**src/rtl/curve_lut_stream.sv**
```systemverilog
// Double-buffered per-channel tone-curve LUT on a pixel stream; the shadow bank goes live at a frame start.
// Latency 2 clk for data and syncs; no backpressure, so the stream is qualified downstream by clken.
module curve_lut_stream #(
  parameter int DATA_W   = 8,
  parameter int CHANNELS = 1
) (
  input  logic                       clk,
  input  logic                       rst_n,
  input  logic                       per_frame_vsync,
  input  logic                       per_frame_href,
  input  logic                       per_frame_clken,
  input  logic [CHANNELS*DATA_W-1:0] per_img_data,
  input  logic                       bypass,
  input  logic                       lut_wr_en,
  input  logic [DATA_W-1:0]          lut_wr_addr,
  input  logic [DATA_W-1:0]          lut_wr_data,
  input  logic                       lut_commit,
  output logic                       lut_ready,
  output logic                       commit_pending,
  output logic                       post_frame_vsync,
  output logic                       post_frame_href,
  output logic                       post_frame_clken,
  output logic [CHANNELS*DATA_W-1:0] post_img_data
);

  localparam int DEPTH = 1 << DATA_W;
  localparam int PW    = CHANNELS * DATA_W;

  typedef enum logic {S_INIT, S_RUN} state_t;

  state_t            state_q, state_d;
  logic [DATA_W-1:0] init_addr_q, init_addr_d;
  logic              bank_sel_q, bank_sel_d;
  logic              pending_q, pending_d;

  logic [DATA_W-1:0] bank_a [DEPTH];
  logic [DATA_W-1:0] bank_b [DEPTH];

  logic          vs_s1_q, hr_s1_q, ck_s1_q, byp_s1_q;
  logic [PW-1:0] pix_s1_q;
  logic          vs_s2_q, hr_s2_q, ck_s2_q;
  logic [PW-1:0] pix_s2_q;
  logic [PW-1:0] mapped;
  logic          vsync_rise;

  // Stage-1 vsync doubles as the delayed copy for edge detection.
  assign vsync_rise = per_frame_vsync & ~vs_s1_q;

  always_comb begin
    state_d     = state_q;
    init_addr_d = init_addr_q;
    bank_sel_d  = bank_sel_q;
    pending_d   = pending_q;
    case (state_q)
      S_INIT: begin
        init_addr_d = init_addr_q + 1'b1;
        if (init_addr_q == '1) state_d = S_RUN;
      end
      S_RUN: begin
        if (vsync_rise && (pending_q || lut_commit)) begin
          bank_sel_d = ~bank_sel_q;
          pending_d  = 1'b0;
        end else if (lut_commit) begin
          pending_d = 1'b1;
        end
      end
      default: state_d = S_INIT;
    endcase
  end

  always_ff @(posedge clk or negedge rst_n) begin
    if (!rst_n) begin
      state_q     <= S_INIT;
      init_addr_q <= '0;
      bank_sel_q  <= 1'b0;
      pending_q   <= 1'b0;
    end else begin
      state_q     <= state_d;
      init_addr_q <= init_addr_d;
      bank_sel_q  <= bank_sel_d;
      pending_q   <= pending_d;
    end
  end

  // Banks hold no reset; INIT rewrites both with identity. Run-time writes hit the shadow only.
  always_ff @(posedge clk) begin
    if (state_q == S_INIT) begin
      bank_a[init_addr_q] <= init_addr_q;
      bank_b[init_addr_q] <= init_addr_q;
    end else if (lut_wr_en) begin
      if (bank_sel_q) bank_a[lut_wr_addr] <= lut_wr_data;
      else            bank_b[lut_wr_addr] <= lut_wr_data;
    end
  end

  always_comb begin
    logic [DATA_W-1:0] in_c;
    mapped = '0;
    in_c   = '0;
    for (int c = 0; c < CHANNELS; c++) begin
      in_c = pix_s1_q[c*DATA_W +: DATA_W];
      mapped[c*DATA_W +: DATA_W] = byp_s1_q   ? in_c :
                                   bank_sel_q ? bank_b[in_c] : bank_a[in_c];
    end
  end

  always_ff @(posedge clk or negedge rst_n) begin
    if (!rst_n) begin
      vs_s1_q  <= 1'b0;
      hr_s1_q  <= 1'b0;
      ck_s1_q  <= 1'b0;
      byp_s1_q <= 1'b0;
      pix_s1_q <= '0;
      vs_s2_q  <= 1'b0;
      hr_s2_q  <= 1'b0;
      ck_s2_q  <= 1'b0;
      pix_s2_q <= '0;
    end else begin
      vs_s1_q  <= per_frame_vsync;
      hr_s1_q  <= per_frame_href;
      ck_s1_q  <= per_frame_clken;
      byp_s1_q <= bypass | (state_q == S_INIT);
      pix_s1_q <= per_img_data;
      vs_s2_q  <= vs_s1_q;
      hr_s2_q  <= hr_s1_q;
      ck_s2_q  <= ck_s1_q;
      pix_s2_q <= mapped;
    end
  end

  assign lut_ready        = (state_q == S_RUN);
  assign commit_pending   = pending_q;
  assign post_frame_vsync = vs_s2_q;
  assign post_frame_href  = hr_s2_q;
  assign post_frame_clken = ck_s2_q;
  assign post_img_data    = pix_s2_q;

endmodule

```
**config.mk**
```make
export PLATFORM = sky130hd
export DESIGN_NAME = curve_lut_stream
export DESIGN_NICKNAME = d
export VERILOG_FILES = /design/src/rtl/curve_lut_stream.sv
export SDC_FILE = /design/constraint.sdc
export NUM_CORES = 2
export LEC_CHECK = 0
export ABC_AREA = 1
export BUFFER_PORTS_ARGS = -buffer_cell sky130_fd_sc_hd__buf_4
export CELL_PAD_IN_SITES_DETAIL_PLACEMENT = 0
export CELL_PAD_IN_SITES_GLOBAL_PLACEMENT = 2
export CORE_ASPECT_RATIO = 0.75
export CORE_MARGIN = 2
export CORE_UTILIZATION = 48
export CTS_CLUSTER_SIZE = 24
export DETAILED_ROUTE_END_ITERATION = 16
export PLACE_DENSITY_LB_ADDON = 0.1
export REMOVE_ABC_BUFFERS = 1
export SETUP_SLACK_MARGIN = 0.02
export SLEW_MARGIN = 20
export SYNTH_ARGS = -nofsm -noshare
export SYNTH_HDL_FRONTEND = slang
export SYNTH_SLANG_ARGS = --single-unit
```
**constraint.sdc**
```tcl
create_clock -name clk -period 22.4 [get_ports clk]
set_input_delay 2.24 -clock clk [delete_from_list [all_inputs] [get_ports clk]]
set_output_delay 2.24 -clock clk [all_outputs]
set_load 0.02 [all_outputs]
```
==> run_results.csv <==
group,metric,value,unit
clocking,cts_made_buffers,408,
clocking,cts_hold_buffers,0,
critical_path,reg2reg_depth,17,
floorplanning,die-width,685,um
critical_path,slowest_stage,"dfrtp_4",
yosys,yosys.area.top_type,"edfxtp_1",
yosys,yosys-top-cells-area,"edfxtp_1 74%, nand3_1 11%, nand2_1 8.6%, nor2_1 1.8%, buf_2 1.2%",
critical_path,required,23300,ps
global_route,grt_pass1_vias,103771,
clocking,cts_root_buf,"clkbuf_16",
timing,setup_violations,0,
power,power_leakage,62.1,nW
critical_path,cp_max_fo,194,
job,maxCapViolCount,0,
critical_path,critPathCaptureType,"register",
worst_hold_path,min_path_type,"reg -> reg",
floorplanning,die-height,515,um
layout,nets,13688,
yosys,synth_cells,13971,
yosys,ys_warn_count,0,
routing,avgViaCountPerCell,5.88,
timing,slew_viol_final,0,
routing,final_antenna_net_count,0,
floorplanning,rows,187,
global_route,grt_pass1_wl,729000,um
power,finalPower,16.1,mW
placement,gp_congestion,0.829,
clocking,postCtsSetupBuffers,0,
power,pwr_density_cell,87.5,nW/um^2
clocking,clk_latency,980,ps
routing,drc,0,
global_route,grt_use_total,28.0,%
worst_hold_path,hold_depth,0,
critical_path,crit_family,"buffers and inverters",
critical_path,arrival,7950,ps
layout,area_growth,10.4,%
outcome,run_status,"completed",
floorplanning,core,346000,sq um
yosys,ys_seq_area_share,74.2,%
layout,drive_above_1_share,6.45,%
critical_path,worstSetupPathType,"reg -> reg",
placement,placed_area,171000,sq um
layout,final_area,184000,sq um
global_route,grt_max_degree,204,
clocking,post_cts_resized,0,
timing,skew,38.4,ps
timing,max_freq,142,MHz
yosys,syn_area,167000,sq um
routing,route.vias.total,109534,
clocking,cts.clk_slew.worst_paths,60,ps
timing,period_minus_slack,7050,ps
clocking,clock_path_buffers,4,
clocking,cts_sinks,4130,
timing,rsz0062_at_grt,"false",
yosys,synth.top_cell.area_share,73.7,%
clocking,cts_tree,"yes",
timing,worst_pin_slew,1250,ps
yosys,synth_seq_cells,4130,
routing,dr.first_iter.drc_count,13432,
global_route,grt-ovfl-total,0,
critical_path,cp_num_buf_inv,5,
floorplanning,pin_count,45,
timing,fin_crit_sh,31.5,%
clocking,htreeDepth,5,
layout,utilization,53.2,%
global_route,antenna_found_initial,34,
placement,hpwlAfterDp,282000,um
critical_path,critPathMaxStageDelay,970,ps
floorplanning,dieArea,352000,sq um
critical_path,cpMostUsedCell,"nand3_1",
yosys,syn_avg_cell_area,11.9,sq um
yosys,synth_cell_types,30,
critical_path,start_kind,"register",
routing,wirelength,502000,um
critical_path,cp.depth,17,
placement,port_buffers,44,
critical_path,path_cells,"buf_12 -> buf_12 -> buf_12 -> buf_4 -> buf_4 -> nand2_1 -> nand3_1 -> nand3_1 -> nand3_1 -> nand3_1 -> nand3_1 -> nand3_1 -> nand3_1 -> nand3_1 -> nand2_1 -> nand2_1 -> nand2_1",
power,ir_drop,0.0724,mV
timing,slew_headroom,16.8,%
routing,wl_per_cell,27.0,um
timing,hold_viol,0,
floorplanning,initial_core_util,48.2,%
routing,drt-pass1-iter-count,6,
[path summary, 6_finish.rpt]
kind                               endpoint  slack, ps        start
setup / recovery           post_img_data[4]      15350  pix_s1_q[0]
min in group asynchronous    commit_pending       1320        rst_n
hold / removal             post_frame_clken        350      ck_s1_q
setup reg to reg           post_img_data[4]      15350  pix_s1_q[0]
hold reg to reg            post_frame_clken        350      ck_s1_q
max in group asynchronous       pix_s1_q[0]      20450        rst_n
[area by class of cell]
type | instances | area [sq um]
Tap cell | 4630 | 5790
Sequential cell | 4130 | 124000
Fill cell | 29318 | 162000
Timing Repair Buffer | 249 | 2160
Multi-Input combinational cell | 8786 | 38700
Clock buffer | 508 | 10900
Antenna cell | 3 | 7.51
Clock inverter | 243 | 2490
Inverter | 80 | 339
[stage by stage]
step	instances	hold slack, ps	setup WS, ps	setup TNS, ps
CTS	18625	349	15500	0
global route	18628	360	15040	0
global placement	17874	332	15550	0
floorplan	12996	331	-235010	-1879630
detailed placement	17874	335	15430	0
finish	18629	347	15350	0
[metal layers]
layer | share of wire, % | vias up | wire length (um) | track usage [%]
li1 | - | 49303 | - | -
met1 | 45 | 54878 | 228000 | 43.6
met2 | 43 | 4662 | 217000 | 41.1
met3 | 8.9 | 683 | 44600 | 4.64
met4 | 2.6 | 8 | 13200 | 7.09
met5 | 0.010 | - | 51 | 0
[Yosys cell counts, drive strengths merged]
master / instances
edfxtp: 4096
nand2: 3815
nand3: 3677
nor2: 796
buf: 555
clkbuf: 420
o21ai: 293
o22ai: 130
inv: 79
dfrtp: 34
nor3: 23
a21oi: 17
o21a: 14
nand4: 10
xor2: 5
xnor2: 2
clkinv: 1
ha: 1
nor3b: 1
nor4: 1
or2: 1
[cells by family after synthesis]
family | synth area share (%)
AOI/OAI and AO/OA | 1.49
xor gates and xnor gates | 0.0367
adders and majority gates | 0.00750
buffers and inverters | 2.70
DFF | 74.2
and+or+nand+nor | 21.5
[where the power goes]
| group | leakage [nW] | internal, mW | switching (mW) |
|---|---|---|---|
| Sequential | 35.8 | 8.36 | 0.0128 |
| Combinational | 19.8 | 0.193 | 0.575 |
| Clock | 6.55 | 4.01 | 2.97 |
| Total | 62.1 | 12.6 | 3.55 |
[sequential cells by signal (all words and copies together), names as in the netlist]
| name | count |
|---|---|
| ck_s1_q | 1 |
| bank_b | 2048 |
| vs_s1_q | 1 |
| post_frame_href | 1 |
| init_addr_q | 8 |
| post_frame_clken | 1 |
| bank_sel_q | 1 |
| post_img_data | 8 |
| byp_s1_q | 1 |
| pix_s1_q | 8 |
| commit_pending | 1 |
| post_frame_vsync | 1 |
| bank_a | 2048 |
| hr_s1_q | 1 |
| lut_ready | 1 |
[cells in the final DEF, fill, tap and decap left out, types with 21 or more instances in the layout]
master	netlist	routed
buf_12	0	21
buf_4	11	226
bufinv_16	0	48
clkbuf_1	420	80
clkbuf_16	0	420
clkinv_1	1	83
clkinv_2	0	76
dfrtp_1	34	27
edfxtp_1	4096	4096
inv_1	73	69
nand2_1	3815	3802
nand3_1	3677	3673
nor2_1	791	789
o21ai_0	279	277
o22ai_1	130	130
Note: power is estimated with default switching activity, not from simulation.
